$ cat src/rtl/reg_pipe_chain_pkg.sv
// Shared constants and helpers for the reg_pipe_chain operand pipeline.
package reg_pipe_pkg;

  localparam int unsigned REG_PIPE_MAX_DEPTH = 8;
  localparam int unsigned REG_PIPE_DEF_WIDTH = 18;
  localparam logic [47:0] REG_PIPE_RST_VAL   = '0;

  // Ceiling log2; returns 0 for values 0 and 1.
  function automatic int unsigned reg_pipe_clog2(input int unsigned value);
    int unsigned width;
    width = 0;
    for (int unsigned i = 0; i < 32; i++) begin
      if ((64'd1 << i) < 64'(value)) width = i + 1;
    end
    return width;
  endfunction

  // Occupancy counter width for a given depth, never narrower than one bit.
  function automatic int unsigned reg_pipe_occ_w(input int unsigned depth);
    int unsigned w;
    w = reg_pipe_clog2(depth + 1);
    return (w == 0) ? 1 : w;
  endfunction

  localparam int unsigned REG_PIPE_OCC_W_MAX = reg_pipe_occ_w(REG_PIPE_MAX_DEPTH);

endpackage

$ cat src/rtl/reg_pipe_chain_if.sv
// Handshake bundle for reg_pipe_chain: upstream valid/ready/data, downstream
// valid/ready/data and, with REG_PIPE_OCC_EN defined, the occupancy count.
interface reg_pipe_chain_if
  import reg_pipe_pkg::*;
#(
  parameter int unsigned DATA_WIDTH = REG_PIPE_DEF_WIDTH,
  parameter int unsigned DEPTH      = 2
) ();

  logic                  IN_VALID;
  logic                  IN_READY;
  logic [DATA_WIDTH-1:0] D;
  logic                  OUT_VALID;
  logic                  OUT_READY;
  logic [DATA_WIDTH-1:0] Q;
`ifdef REG_PIPE_OCC_EN
  localparam int unsigned OCC_W = reg_pipe_occ_w(DEPTH);
  logic [OCC_W-1:0]      OCC;
`endif

  modport master (
    output IN_VALID, D, OUT_READY,
    input  IN_READY, OUT_VALID, Q
`ifdef REG_PIPE_OCC_EN
    , input OCC
`endif
  );

  modport slave (
    input  IN_VALID, D, OUT_READY,
    output IN_READY, OUT_VALID, Q
`ifdef REG_PIPE_OCC_EN
    , output OCC
`endif
  );

endinterface

$ cat src/rtl/reg_pipe_chain_slot.sv
// One pipeline stage: data register, valid flag and accept/advance logic.
module reg_pipe_slot
  import reg_pipe_pkg::*;
#(
  parameter int unsigned           DATA_WIDTH = REG_PIPE_DEF_WIDTH,
  parameter logic [DATA_WIDTH-1:0] RST_VAL    = REG_PIPE_RST_VAL[DATA_WIDTH-1:0]
) (
  input  logic                  CLK,
  input  logic                  RST,
  input  logic                  CE,
  input  logic                  FLUSH,
  input  logic                  src_valid,
  input  logic [DATA_WIDTH-1:0] src_data,
  input  logic                  down_accept,
  output logic                  accept,
  output logic                  valid,
  output logic [DATA_WIDTH-1:0] data
);

  logic advance;

  // An empty stage always accepts, which is what collapses bubbles.
  assign advance = valid & down_accept;
  assign accept  = ~valid | advance;

  // Stage state: flush clears valid only; data loads only from a valid source.
  always_ff @(posedge CLK or posedge RST) begin
    if (RST) begin
      valid <= 1'b0;
      data  <= RST_VAL;
    end else if (FLUSH) begin
      valid <= 1'b0;
    end else if (CE && accept) begin
      valid <= src_valid;
      if (src_valid) data <= src_data;
    end
  end

endmodule

$ cat src/rtl/reg_pipe_chain.sv
// reg_pipe_chain: DEPTH-stage valid/ready operand pipeline with bubble
// collapsing, clock enable and synchronous flush. DEPTH=0 is a wire.
// Optional feature macro: REG_PIPE_OCC_EN adds the OCC occupancy port.
module reg_pipe_chain
  import reg_pipe_pkg::*;
#(
  parameter int unsigned           DATA_WIDTH = REG_PIPE_DEF_WIDTH,
  parameter int unsigned           DEPTH      = 2,
  parameter logic [DATA_WIDTH-1:0] RST_VAL    = REG_PIPE_RST_VAL[DATA_WIDTH-1:0]
) (
  input  logic            CLK,
  input  logic            RST,
  input  logic            CE,
  input  logic            FLUSH,
  reg_pipe_chain_if.slave bus
);

  if (DEPTH == 0) begin : g_wire
    assign bus.Q         = bus.D;
    assign bus.OUT_VALID = bus.IN_VALID & CE & ~FLUSH;
    assign bus.IN_READY  = bus.OUT_READY & CE & ~FLUSH;
  end else begin : g_chain
    logic [DEPTH-1:0]      stage_valid;
    logic [DEPTH-1:0]      stage_accept;
    logic [DATA_WIDTH-1:0] stage_data [DEPTH];

    // Accept ripples combinationally from the output back to the input.
    for (genvar k = 0; k < DEPTH; k++) begin : g_stage
      logic                  src_valid;
      logic [DATA_WIDTH-1:0] src_data;
      logic                  down_accept;

      if (k == 0) begin : g_head
        assign src_valid = bus.IN_VALID;
        assign src_data  = bus.D;
      end else begin : g_body
        assign src_valid = stage_valid[k-1];
        assign src_data  = stage_data[k-1];
      end

      if (k == DEPTH - 1) begin : g_tail
        assign down_accept = bus.OUT_READY;
      end else begin : g_link
        assign down_accept = stage_accept[k+1];
      end

      reg_pipe_slot #(
        .DATA_WIDTH (DATA_WIDTH),
        .RST_VAL    (RST_VAL)
      ) u_slot (
        .CLK         (CLK),
        .RST         (RST),
        .CE          (CE),
        .FLUSH       (FLUSH),
        .src_valid   (src_valid),
        .src_data    (src_data),
        .down_accept (down_accept),
        .accept      (stage_accept[k]),
        .valid       (stage_valid[k]),
        .data        (stage_data[k])
      );
    end

    assign bus.IN_READY  = CE & ~FLUSH & stage_accept[0];
    assign bus.OUT_VALID = stage_valid[DEPTH-1];
    assign bus.Q         = stage_data[DEPTH-1];
  end

`ifdef REG_PIPE_OCC_EN
  localparam int unsigned OCC_W = reg_pipe_occ_w(DEPTH);

  if (DEPTH == 0) begin : g_occ_none
    assign bus.OCC = '0;
  end else begin : g_occ
    logic             in_fire;
    logic             out_fire;
    logic [OCC_W-1:0] occ_q;

    assign in_fire  = bus.IN_VALID & bus.IN_READY;
    assign out_fire = CE & bus.OUT_VALID & bus.OUT_READY;

    // Running count of valid stages; a simultaneous fill and drain cancel out.
    always_ff @(posedge CLK or posedge RST) begin
      if (RST) begin
        occ_q <= '0;
      end else if (FLUSH) begin
        occ_q <= '0;
      end else if (in_fire && !out_fire) begin
        occ_q <= occ_q + OCC_W'(1);
      end else if (out_fire && !in_fire) begin
        occ_q <= occ_q - OCC_W'(1);
      end
    end

    assign bus.OCC = occ_q;
  end
`endif

endmodule

$ cat src/flat_wrapper.sv
// flat-port wrapper written by rule: the top's interface ports become plain ports
module reg_pipe_chain_flat import reg_pipe_pkg::*;
#(
  parameter int unsigned           DATA_WIDTH = REG_PIPE_DEF_WIDTH,
  parameter int unsigned           DEPTH      = 2,
  parameter logic [DATA_WIDTH-1:0] RST_VAL    = REG_PIPE_RST_VAL[DATA_WIDTH-1:0]
)
  (CLK, RST, CE, FLUSH, bus_IN_VALID, bus_D, bus_OUT_READY, bus_IN_READY, bus_OUT_VALID, bus_Q);
  reg_pipe_chain_if #(.DATA_WIDTH(DATA_WIDTH), .DEPTH(DEPTH)) bus_i ();
  input  logic CLK;
  input  logic RST;
  input  logic CE;
  input  logic FLUSH;
  input wire logic [$bits(bus_i.IN_VALID)-1:0] bus_IN_VALID;
  input wire logic [$bits(bus_i.D)-1:0] bus_D;
  input wire logic [$bits(bus_i.OUT_READY)-1:0] bus_OUT_READY;
  output wire logic [$bits(bus_i.IN_READY)-1:0] bus_IN_READY;
  output wire logic [$bits(bus_i.OUT_VALID)-1:0] bus_OUT_VALID;
  output wire logic [$bits(bus_i.Q)-1:0] bus_Q;
  assign bus_i.IN_VALID = bus_IN_VALID;
  assign bus_i.D = bus_D;
  assign bus_i.OUT_READY = bus_OUT_READY;
  assign bus_IN_READY = bus_i.IN_READY;
  assign bus_OUT_VALID = bus_i.OUT_VALID;
  assign bus_Q = bus_i.Q;
  reg_pipe_chain #(.DATA_WIDTH(DATA_WIDTH), .DEPTH(DEPTH), .RST_VAL(RST_VAL)) u_core (.CLK(CLK), .RST(RST), .CE(CE), .FLUSH(FLUSH), .bus(bus_i));
endmodule
$ cat config.mk
export PLATFORM = sky130hd
export DESIGN_NAME = reg_pipe_chain_flat
export DESIGN_NICKNAME = d
export VERILOG_FILES = /design/src/rtl/reg_pipe_chain_pkg.sv /design/src/rtl/reg_pipe_chain_if.sv /design/src/rtl/reg_pipe_chain_slot.sv /design/src/rtl/reg_pipe_chain.sv /design/src/flat_wrapper.sv
export SDC_FILE = /design/constraint.sdc
export NUM_CORES = 1
export LEC_CHECK = 0
export CORE_MARGIN = 2
export CORE_UTILIZATION = 47
export CTS_CLUSTER_SIZE = 12
export DETAILED_ROUTE_END_ITERATION = 12
export PLACE_DENSITY = 0.87
export SETUP_SLACK_MARGIN = 0.05
export SYNTH_ARGS = -nofsm -noshare
export SYNTH_HDL_FRONTEND = slang
export SYNTH_HIERARCHICAL = 1
export SYNTH_SLANG_ARGS = --single-unit
$ cat constraint.sdc
create_clock -name CLK -period 2.12 [get_ports CLK]
set_clock_uncertainty 0.15 [all_clocks]
set_input_delay 0.424 -clock CLK [delete_from_list [all_inputs] [get_ports CLK]]
set_output_delay 0.424 -clock CLK [all_outputs]
set_load 0.005 [all_outputs]
==> flow_summary_export.csv <==
group,metric,value,unit
pwr,powerDensity,925,nW/µm²
sta,worst_pin_slew,0.253,ns
logic_synthesis,ys_seq_area_share,59.6,%
placed_design,dp_cells,186,
critical_path,worst_path_most_repeated_cell,"nand2b_4",
placed_design,pre_cts_ws,-0.275,ns
finish,drive_gt1_share,36.1,%
sta,finalCritPeriodShare,92.9,%
critical_path,path_delay_family,"flip-flops",
floorplan,ioPinCount,44,
clock_network,clkLatencyLatePin,0.33,ns
logic_synthesis,netlist_area,1600,µm²
routing,ant_nets,0,
sta,finalCriticalPeriod,1.97,ns
placed_design,gp_congestion,0.871,
routing,vias,925,
finish,instances_no_fill,193,
hold_path,hold_class,"input pin to async pin",
critical_path,crit_chain,"nand2b_4, nand2b_4, and3b_1, dlygate4sd2_1",
routing,route.detailed.drc,0,
grt,grt.total_usage,18.6,%
clock_network,clk_path_buf_depth,2,
sta,finalSetupViolations,0,
logic_synthesis,syn_inst,93,
pwr,pwr-share-clk,16.6,%
clock_network,cts_inserted_buffers,5,
grt,overflow,0,
pwr,switching_power,482,µW
logic_synthesis,synth_seq_cells,38,
critical_path,reg2reg_depth,6,
pwr,comb_power_share,31.4,%
routing,routed_wirelength,3050,µm
clock_network,ctsHoldBuffers,0,
critical_path,cp-start-kind,"flip-flop",
finish,final_cell_area,2150,µm²
grt,grt_max_degree,20,
floorplan,die_y,62.3,µm
routing,avgViaCountPerCell,4.79,
logic_synthesis,yosysUniqueCellTypes,11,
placed_design,detailed_place_hpwl,2330,µm
floorplan,core_region_area,3310,µm²
critical_path,max_stage_delay,0.42,ns
grt,grt_pass1_wl,5410,µm
pwr,p_leak,0.955,nW
grt,grt_pass1_vias,1099,
sta,final-hold-violation-count,0,
floorplan,dieWidth,62.3,µm
critical_path,critPathBufInv,1,
sta,max_clock_freq,508,MHz
critical_path,crit_arrival,1.40,ns
finish,mostFrequentLayoutCell,"clkdlybuf4s50_1",
floorplan,row_count,21,
sta,holdWs,0.280,ns
logic_synthesis,ys_warn_count,6,
critical_path,cp.depth,4,
critical_path,critPathSlowestCell,"dfrtp_1",
finish,finish.utilization,64.9,%
pwr,power.total,1.99,mW
pwr,ir_drop,0.000363,V
floorplan,start_util,48.2,%
finish,fin_nets,171,
logic_synthesis,syn-num-nets,117,
clock_network,htree_levels,2,
pwr,swShare,24.3,%
sta,fin_ws,0.150,ns
sta,grt_setup_unrepaired,"false",
pwr,seqPwrFrac,52.0,%
critical_path,crit_type,"flip-flop to output port",
finish,layout_common_cells,"41 x clkdlybuf4s50_1, 38 x dfrtp_1, 20 x mux2_4",
clock_network,root_buffer,"clkbuf_4",
floorplan,die-area,3880,µm²
critical_path,critPathCaptureType,"output port",
finish,diodes,0,
logic_synthesis,syn_avg_cell_area,17.2,µm²
routing,drt_iter0_drc,16,
clock_network,cts_tree,"built",
placed_design,portBuffers,43,
run_status,status,"finished clean",
sta,relSlewSlack,83.2,%
sta,timing.setup.tns,0,ns
job,cap_viol_max_count,0,
critical_path,cp_max_fo,3,
sta,drv_slew,0,
pwr,internal_power,1.51,mW
finish,area_growth,34.7,%
clock_network,path_clk_slew,0.10,ns
clock_network,post_cts_resized,2,
critical_path,worstPathRequired,1.55,ns
routing,dr.pass1.iters,4,
placed_design,dpl_cell_area,2110,µm²
routing,wl_per_cell,15.8,µm
clock_network,cts.sinks,38,
grt,antenna_found_initial,0,
clock_network,cts_setup_buffers,0,
==> routing by layer <==
layer	up-vias	track usage (%)	routed length, µm
li1	422	-	-
met1	479	20.0	1170
met2	17	34.1	1730
met3	7	5.25	94
met4	0	7.50	56
met5	-	0	0
==> cells in the mapped netlist <==
cell / n / area, µm²
a21oi_1: 2 / 10.0
nor3b_2: 2 / 25.0
dfrtp_1: 38 / 951
inv_1: 2 / 7.51
and3b_1: 1 / 8.76
buf_6: 2 / 22.5
mux2_2: 16 / 180
buf_12: 2 / 40.0
nand2b_4: 2 / 27.5
nand2_1: 6 / 22.5
mux2_4: 20 / 300
==> flip-flops by register name (all words and copies together), names as in the netlist <==
register	count
u_core/g_chain.g_stage.u_slot/data	36
u_core/g_chain.g_stage.u_slot/valid	2
==> power groups by stage <==
stage / combinational [mW] / sequential [mW] / clock, mW
6_report: 0.623 / 1.03 / 0.330
5_1_grt: 0.664 / 1.06 / 0.381
4_1_cts: 0.630 / 1.04 / 0.347
3_5_place_dp: 0.629 / 1.05 / 0
3_3_place_gp: 0.604 / 1.03 / 0
2_1_floorplan: 0.265 / 1.03 / 0
==> path summary, 6_finish.rpt <==
kind	start	end	slack [ns]
max	u_core/g_chain.g_stage[1].u_slot/valid$_DFFE_PP0P_	bus_IN_READY	0.15
min	RST	u_core/g_chain.g_stage[0].u_slot/data[6]$_DFFE_PP0P_	0.28
max reg2reg	u_core/g_chain.g_stage[1].u_slot/valid$_DFFE_PP0P_	u_core/g_chain.g_stage[0].u_slot/data[12]$_DFFE_PP0P_	0.35
min reg2reg	u_core/g_chain.g_stage[0].u_slot/data[13]$_DFFE_PP0P_	u_core/g_chain.g_stage[1].u_slot/data[13]$_DFFE_PP0P_	0.37
max in group asynchronous	RST	u_core/g_chain.g_stage[1].u_slot/data[11]$_DFFE_PP0P_	1.32
min in group CLK	u_core/g_chain.g_stage[0].u_slot/data[13]$_DFFE_PP0P_	u_core/g_chain.g_stage[1].u_slot/data[13]$_DFFE_PP0P_	0.37
==> logic make-up after synthesis <==
| kind of cell | synth area share (%) |
|---|---|
| flops | 59.6 |
| mux | 30.1 |
| simple gates | 5.25 |
| buf+inv | 4.39 |
| compound gates | 0.627 |
==> cell type report <==
cell class | count | area [µm²]
inverter | 2 | 7.51
multi-input combinational | 49 | 587
sequential | 38 | 951
clock buffer | 7 | 45.0
tap | 46 | 57.6
timing repair buffer | 51 | 500
fill | 255 | 1160
==> worst reg2reg max path, cell delays in order, from the launching register on <==
cell	delay (ns)
dfrtp_1	0.43
nand2b_4	0.09
nand2b_4	0.12
buf_4	0.10
nor3b_4	0.18
buf_4	0.24
mux2_2	0.36
Note: power is estimated with default switching activity, not from simulation.
